### src/rtl/flag_stack_reg.sv
// flag_stack_reg: parametrised CPU status-flag register with save/restore LIFO.
// Each flag is either level (follows the ALU) or sticky (OR-accumulates until
// cleared). A register-array stack of STACK_DEPTH entries saves and restores
// the flag word for interrupt/call context, with full/empty status and a
// sticky error flag for overflow, underflow and push+pop collisions.
// Optional feature macro: FLAG_PUSH_AUTOCLR_EN. When defined, a successful
// push also zeroes flag_out so the handler starts with clean flags.
module flag_stack_reg #(
   parameter int                FLAG_W      = 4,
   parameter int                STACK_DEPTH = 4,
   parameter logic [FLAG_W-1:0] STICKY_MASK = 4'b0101,
   parameter int                LVL_W       = 3
) (
   input  logic              clk,
   input  logic              flag_rst_n,
   input  logic              flag_we,
   input  logic [FLAG_W-1:0] flag_mask,
   input  logic [FLAG_W-1:0] flag_in,
   input  logic [FLAG_W-1:0] flag_clr,
   input  logic              flag_push,
   input  logic              flag_pop,
   input  logic              err_clr,
   output logic [FLAG_W-1:0] flag_out,
   output logic              stk_full,
   output logic              stk_empty,
   output logic [LVL_W-1:0]  stk_level,
   output logic              stk_err
);

   logic [FLAG_W-1:0] r_stack [STACK_DEPTH];
   logic [FLAG_W-1:0] r_flags;
   logic [LVL_W-1:0]  r_level;
   logic              r_err;

   logic              w_full;
   logic              w_empty;
   logic              w_push_ok;
   logic              w_pop_ok;
   logic              w_err_set;
   logic [LVL_W-1:0]  w_top_idx;
   logic [FLAG_W-1:0] w_top;
   logic [FLAG_W-1:0] w_flag_upd;
   logic [FLAG_W-1:0] w_flag_nxt;

   assign w_full    = (r_level == LVL_W'(STACK_DEPTH));
   assign w_empty   = (r_level == '0);
   // A simultaneous push and pop performs no stack operation at all.
   assign w_push_ok = flag_push && !flag_pop && !w_full;
   assign w_pop_ok  = flag_pop && !flag_push && !w_empty;
   assign w_err_set = (flag_push && flag_pop)
                    || (flag_push && !flag_pop && w_full)
                    || (flag_pop && !flag_push && w_empty);
   assign w_top_idx = r_level - LVL_W'(1);

   // Read the stack top by compare-select so an empty stack never indexes out of range.
   always_comb begin
      w_top = '0;
      for (int i = 0; i < STACK_DEPTH; i++) begin
         if (w_top_idx == LVL_W'(i)) w_top = r_stack[i];
      end
   end

   // Per-bit ALU update: clear beats set, sticky bits OR-accumulate, level bits follow.
   always_comb begin
      w_flag_upd = r_flags;
      for (int i = 0; i < FLAG_W; i++) begin
         if (flag_clr[i]) begin
            w_flag_upd[i] = 1'b0;
         end else if (flag_we && flag_mask[i]) begin
            w_flag_upd[i] = STICKY_MASK[i] ? (r_flags[i] | flag_in[i]) : flag_in[i];
         end
      end
   end

   // Next flag word: a successful pop restores and overrides the ALU update.
   always_comb begin
      w_flag_nxt = w_flag_upd;
      if (w_pop_ok) begin
         w_flag_nxt = w_top;
      end
`ifdef FLAG_PUSH_AUTOCLR_EN
      else if (w_push_ok) begin
         w_flag_nxt = '0;
      end
`endif
   end

   // Flag word, stack level and sticky error state; reset has top priority.
   always_ff @(posedge clk) begin
      if (!flag_rst_n) begin
         r_flags <= '0;
         r_level <= '0;
         r_err   <= 1'b0;
      end else begin
         r_flags <= w_flag_nxt;
         if (w_push_ok)     r_level <= r_level + LVL_W'(1);
         else if (w_pop_ok) r_level <= r_level - LVL_W'(1);
         if (w_err_set)     r_err <= 1'b1;
         else if (err_clr)  r_err <= 1'b0;
      end
   end

   // Stack storage saves the pre-update flag word; contents are not reset.
   always_ff @(posedge clk) begin
      for (int i = 0; i < STACK_DEPTH; i++) begin
         if (flag_rst_n && w_push_ok && (r_level == LVL_W'(i))) r_stack[i] <= r_flags;
      end
   end

   assign flag_out  = r_flags;
   assign stk_level = r_level;
   assign stk_err   = r_err;
   assign stk_full  = w_full;
   assign stk_empty = w_empty;

endmodule

### config.mk
export PLATFORM = sky130hd
export DESIGN_NAME = flag_stack_reg
export DESIGN_NICKNAME = d
export VERILOG_FILES = /design/src/rtl/flag_stack_reg.sv
export SDC_FILE = /design/constraint.sdc
export NUM_CORES = 1
export LEC_CHECK = 0
export ABC_CLOCK_PERIOD_IN_PS = 1800
export CORE_MARGIN = 4
export CORE_UTILIZATION = 46
export CTS_BUF_LIST = sky130_fd_sc_hd__clkbuf_8
export CTS_CLUSTER_DIAMETER = 100
export DETAILED_ROUTE_END_ITERATION = 12
export PLACE_DENSITY = 0.77
export SLEW_MARGIN = 10
export SYNTH_ARGS = -nofsm -noshare
export SYNTH_HDL_FRONTEND = slang
export SYNTH_SLANG_ARGS = --single-unit
export TNS_END_PERCENT = 50
### constraint.sdc
create_clock -name clk -period 1.8 [get_ports clk]
set_clock_uncertainty 0.15 [all_clocks]
set_input_delay 0.27 -clock clk [delete_from_list [all_inputs] [get_ports clk]]
set_output_delay 0.27 -clock clk [all_outputs]
set_load 0.05 [all_outputs]
==> results.md, run 1 <==
* Run status: finished clean
* Post-route setup slack at 0.0356 ns
* Synth Register Bits at 24
* Die Ht at 60.2 µm
* Hold/Removal Path Class: reg2reg
* Avg Inst Size Synth at 11.1 µm²
* Final setup TNS at 0 ns
* Peak per-stage delay on the critical path at 0.40 ns
* DRT iter0 DRCs at 62
* Peak supply drop at 0.000878 V
* Cell taking the most area after synthesis: edfxtp_1
* Vias at 989
* Antenna violations before repair at 0
* Largest net degree at the start of global routing at 15
* Port-buffer cells at 27
* Dpl hpwl at 2230 µm
* Critical path endpoint category: output port
* Top FF cell, synth: edfxtp_1
* Sw frac at 36.4%
* Layout Utilization at 68.3%
* Post-Synthesis Cell Area at 0.00125 mm²
* Post-layout power at 2220 µW
* Crit path kind: reg2out
* Register area share after synthesis at 51.2%
* Worst Path Required at 1.38 ns
* Htree depth at 1
* Combinational power share at 45.2%
* Clk sinks at 24
* Grt ovf at 0
* I/O Pins at 28
* Period minus WS final at 1.76 ns
* Final setup fails at 0
* Antenna Nets Post-Route at 0
* Rows at 18
* Global Route Usage Sum at 18.1%
* First-pass GRT wire length at 4730 µm
* P&R area growth vs syn at 38.9%
* TritonCTS Buffers at 3
* Slowest CP cell: dfxtp_4
* Dpl ws at -0.0942 ns
* Crit path DAT at 1.34 ns
* Asr flop ratio synth at 0%
* 1st-pass router iterations at 4
* Clock share of power at 21.4%
* Post-synth EDFFs at 16
* Net Count, Synth at 138
* Slew of the pin with the lowest slew margin at 0.317 ns
* Final period util at 98.0%
* Largest cells by area after synthesis: edfxtp_1, dfxtp_1, ha_1, o21ai_0, a21boi_0
* Clk slew on worst S/H paths at 0.09 ns
* Core box area at 0.00254 mm²
* Placed instance count at 174
* Internal power at 1410 µW
* Ys Warns at 0
* Post-synth top cells: edfxtp_1, nand2_1, o21ai_0, dfxtp_1, ha_1
* DR WL/cell at 16.1 µm
* Nets at 174
* Number of fill cells at 192
* Worst-Skew Late Latency at 0.27 ns
* Pwr dens at 1280 mW/mm²
* Static Leak at 0.000676 µW
* Worst setup SP type: flip-flop
* Cts-stage hold buffer count at 0
* Share of layout cells above drive strength 1 at 29.1%
* Max Cap Violations at 0
* Max frequency at 0.567 GHz
* Longest Clk Path Bufs at 2
* Placer Congestion at 0.815
* Vias per cell at 5.56
* Postcts setup bufs at 0
* CTS tree: done
* Vias in the first global route at 1,043
* Psw at 809 µW
* Flop pwr share at 33.5%
* Drc violations at 0
* Starting Density at 49.2%
* Area share of the largest cell type after synthesis at 38.4%
* Fin. Hold Viols at 0
* CP Max Fanout at 7
* Non-Filler Instances at 178
* RSZ-0062 raised after global routing: yes
* Synth unique cells at 32
* CTS root buf: clkbuf_8
* Count leader, synth: edfxtp_1
* Slew HR at 78.9%
* Die W at 60.2 µm
* Post-Route WL at 2870 µm
* Fin. max-slew vios at 0
* Full die area at 0.00362 mm²
* # diodes at 0
* Worst path cell trace: inv_6 > ha_4 > and2_4 > buf_6 > buf_12
* Gate Count Post-Synth at 113
## per-stage QoR
stage	area, µm²	hold slack [ns]
2_1_floorplan	1290	0.274
5_1_grt	1740	0.423
3_5_place_dp	1640	0.402
3_3_place_gp	1640	0.397
4_1_cts	1720	0.414
6_report	1740	0.419
## cell families after synthesis
logic type                 count (synthesis)  share of synthesized area [%]
xor gates and xnor gates                   2                           1.40
AOI/OAI and AO/OA                         33                           18.4
DFF                                       24                           51.2
buffers and inverters                     11                           4.70
and+or+nand+nor                           34                           15.7
muxes                                      2                           1.60
adders and majority gates                  7                           7.00
## what timing repair did
| action | 4_1_cts | 5_1_grt |
|---|---|---|
| endpoints found under the setup margin | 2 | 6 |
| gates resized for setup | 2 | 6 |
| endpoints found under the hold margin | 0 | 0 |
## state kept, by name, indices dropped and copies added, names as in the netlist
register,count
flag_out,4
stk_err,1
stk_level,3
r_stack,16
## final cells by class
class                           count  area (µm²)  area share [%]
Clock inverter                      1        30.0            1.73
Sequential cell                    24         649            37.4
Timing Repair Buffer               37         365            21.0
Tap cell                           30        37.5            2.16
Multi-Input combinational cell     78         591            34.0
Inverter                            5        23.8            1.37
Clock buffer                        3        41.3            2.38
## worst max-delay path: cells and delay by family, from the launching register on
family / cells / cell delay (ns)
fa+ha+maj: 1 / 0.18
flops: 1 / 0.40
buf+inv: 3 / 0.31
simple gates: 1 / 0.18
## per-layer routing
layer	global-route usage (%)	vias to the layer above	share of wire, %
met2	29.9	38	47
li1	-	481	-
met3	3.24	7	5.9
met1	22.5	463	45
met5	0	-	0
met4	9.18	0	1.9
## power groups by stage
stage | Sequential (µW) | Combinational [µW] | Clock, µW
CTS | 742 | 984 | 478
finish | 743 | 1000 | 475
global route | 753 | 1080 | 496
floorplan | 842 | 520 | 0
global placement | 748 | 949 | 0
detailed placement | 755 | 970 | 0
## placed cells by master, fill, tap and decap left out, types with 2 or more instances in the layout
cell type        Yosys  layout
mux2i_1              2       2
and2_1               4       3
a31oi_1              2       2
and3_1               6       4
inv_1                5       3
clkbuf_8             0       3
dfxtp_4              0       2
buf_12               0       3
buf_6                2       2
dfxtp_1              8       5
a311o_1              4       4
o21ai_0             11      11
edfxtp_1            16      16
a21boi_0             6       6
ha_1                 7       3
ha_2                 0       3
nand2b_1             5       5
clkdlybuf4s50_1      0      17
buf_4                0      15
and3_4               0       2
a21oi_1              5       4
nand2_1             11      11
## final timing paths
kind	endpoint	start	slack (ns)	depth (start not counted)
setup reg to reg	flag_out[0]	stk_level[1]	0.04	6
setup / recovery	stk_full	stk_level[0]	0.04	5
hold / removal	r_stack[2][0]	flag_out[0]	0.42	0
hold reg to reg	r_stack[2][0]	flag_out[0]	0.42	0
(Power assumes the default switching activity.)
==> run 2, diff against run 1 <==
--- a/config.mk
+++ b/config.mk
@@ -6,7 +6,7 @@
 export NUM_CORES = 1
 export LEC_CHECK = 0
 export ABC_CLOCK_PERIOD_IN_PS = 1800
-export CORE_MARGIN = 4
+export CORE_MARGIN = 5
 export CORE_UTILIZATION = 46
 export CTS_BUF_LIST = sky130_fd_sc_hd__clkbuf_8
 export CTS_CLUSTER_DIAMETER = 100
==> run 2 against run 1 <==
  * Cell area shrank 2.4%
  * Critical path type is now reg2reg
  * Count of clock-buffer cells in the layout is the same
  * Sequential share of layout area grew 0.91 points
  * Sequential power is essentially flat
  * Register-to-register slack is essentially flat
  * Total power shrank 1.8%
  * Non-clock buffer count shrank 6
  * Core utilization shrank 5.1 points
  * Die area grew 6.8%
  * Flip-flop and latch count is the same
  * Via count grew 1.5%
  * Combinational power is essentially flat
==> results.md, run 2 (synthesis gave the netlist of run 1 again) <==
* Run status: finished clean
* Clk slew on worst S/H paths at 0.08 ns (about the same)
* I/O Pins at 28 (unchanged)
* Metal2 WL at 1580 µm (+16%)
* Commonest non-fill, non-tap cell in the layout: clkdlybuf4s50_1
* Vias per cell at 5.80 (+4.5%)
* Global Route Usage Sum at 16.2% (-1.9 points)
* Worst-Skew Late Latency at 0.26 ns (about the same)
* CTS resizes at 1 (-1)
* Peak supply drop at 0.00122 V (+39%)
* Worst path cell trace: inv_4 > ha_2 > xor2_1 > nor2_1 > a311o_1 > and3_1
* CTS root buf: clkbuf_8
* Vias in the first global route at 1,028 (-1.4%)
* DRT iter0 DRCs at 46 (-26%)
* Post-route setup slack at 0.0421 ns (+0.00653 ns)
* Final setup fails at 0 (unchanged)
* Longest Clk Path Bufs at 2 (unchanged)
* Rows at 19 (+1)
* Crit path kind: reg2reg
* Hold/Removal Path Class: reg2reg
* 1st-pass router iterations at 4 (unchanged)
* Antenna violations before repair at 0 (unchanged)
* Fin. Hold Viols at 0 (unchanged)
* Critical path's top delay family: flip-flops
* Met3 wire len at 285 µm (+70%)
* Top reg by flops: r_stack
* P&R area growth vs syn at 35.6%
* CTS tree: done
* Drc violations at 0 (unchanged)
* Placed instance count at 169 (-2.9%)
* Pwr dens at 1290 mW/mm² (+0.61%)
* Largest net degree at the start of global routing at 15 (unchanged)
* Clk sinks at 24 (unchanged)
* Static Leak at 0.000647 µW (-4.3%)
* CP Max Fanout at 7 (unchanged)
* HP Start: flag_out[0]
* Uppermost layer routed: met4
* Final period util at 97.7% (-0.36 points)
* M1 wire length at 1150 µm (-10%)
* Fin. max-slew vios at 0 (unchanged)
* Post-Route WL at 3060 µm (+6.4%)
* CP bufs+invs at 1 (-2)
* Placer Congestion at 0.876 (+7.6%)
* Full die area at 0.00386 mm² (+6.8%)
* Peak per-stage delay on the critical path at 0.38 ns (-0.02 ns)
* Worst setup SP type: flip-flop
* Non-Filler Instances at 173 (-2.8%)
* Critical path origin: stk_level[0]
* Critical path endpoint category: flip-flop
* Nets at 168 (-3.4%)
* Share of layout cells above drive strength 1 at 26.1% (-3.0 points)
* Grt ovf at 0 (unchanged)
* Core box area at 0.00269 mm² (+5.6%)
* Slew of the pin with the lowest slew margin at 0.290 ns (-0.0266 ns)
* Port-buffer cells at 27 (unchanged)
* Die Ht at 62.2 µm (+3.3%)
* Period minus WS final at 1.76 ns (-0.00653 ns)
* First-pass GRT wire length at 5000 µm (+5.7%)
* Worst Path Required at 1.82 ns (+0.44 ns)
* TritonCTS Buffers at 3 (unchanged)
* Starting Density at 46.6% (-2.6 points)
* Most frequent cells in the layout: clkdlybuf4s50_1, edfxtp_1, o21ai_0, nand2_1, buf_4
* Max Cap Violations at 0 (unchanged)
* Dpl hpwl at 2390 µm (+7.0%)
* Dpl ws at -0.156 ns (-0.0619 ns)
* # diodes at 0 (unchanged)
* Slowest CP cell: dfxtp_4
* Antenna Nets Post-Route at 0 (unchanged)
* Slew HR at 80.6% (+1.8 points)
* DR WL/cell at 17.7 µm (+9.5%)
* Vias at 1,004 (+1.5%)
* Critical R2R Launch: stk_level[0]
* Crit path DAT at 1.77 ns (+0.43 ns)
* Postcts setup bufs at 0 (unchanged)
* Htree depth at 1 (unchanged)
* Cts-stage hold buffer count at 0 (unchanged)
* Largest register FFs at 16 (unchanged)
* Die W at 62.2 µm (+3.3%)
* RSZ-0062 raised after global routing: yes
* Max frequency at 0.569 GHz (+0.37%)
* Number of fill cells at 213 (+11%)
run 2: cell types whose count changed in the layout (fill, tap and decap cells not counted), sizes merged:
cell  before  now
buf       20   14
run 2: routing by layer:
layer | track usage [%] | vias to the layer above
met3 | 2.88 | 6
li1 | - | 465
met5 | 0 | -
met4 | 6.78 | 0
met2 | 27.7 | 59
met1 | 19.8 | 474
run 2: final timing paths:
path,endpoint,slack [ns],depth (start not counted)
max,flag_out[0],0.04,6
min,r_stack[2][0],0.42,0
max reg2reg,flag_out[0],0.04,6
min reg2reg,r_stack[2][0],0.42,0
run 2: worst register-to-register path, cell delays in order, from the launching register on:
cell and delay (ns):
dfxtp_4 0.38, inv_4 0.10, ha_2 0.26, xor2_1 0.16
nor2_1 0.10, a311o_1 0.35, and3_1 0.16
run 2: final cells by class:
class	count	area (µm²)	area share, %
Multi-Input combinational cell	78	599	35.3
Inverter	5	21.3	1.25
Tap cell	31	38.8	2.29
Timing Repair Buffer	31	317	18.7
Clock buffer	3	41.3	2.43
Clock inverter	1	30.0	1.77
Sequential cell	24	649	38.3
run 2: stage by stage:
step | setup TNS [ns] | total power [µW] | cell area [µm²] | util (%) | hold WS (ns)
floorplan | 0 | 1360 | 1290 | - | 0.274
global placement | -1.01 | 1660 | 1600 | 59.5 | 0.392
detailed placement | -1.49 | 1680 | 1600 | 59.5 | 0.406
CTS | 0 | 2150 | 1670 | 62.3 | 0.426
global route | -0.0254 | 2290 | 1700 | 63.2 | 0.441
finish | 0 | 2180 | 1700 | 63.2 | 0.422
run 2: power by group:
part           leakage, µW  internal [µW]  switching, µW
clock network    0.0000357            297            170
registers         0.000216            659           84.5
logic             0.000396            429            542
==> run 3, diff against run 2 <==
--- a/config.mk
+++ b/config.mk
@@ -5,6 +5,7 @@
 export SDC_FILE = /design/constraint.sdc
 export NUM_CORES = 1
 export LEC_CHECK = 0
+export ABC_AREA = 0
 export ABC_CLOCK_PERIOD_IN_PS = 1800
 export CORE_MARGIN = 5
 export CORE_UTILIZATION = 46
==> results of run 3 <==
Final layout, timing and power as in run 2 (identical DEF).
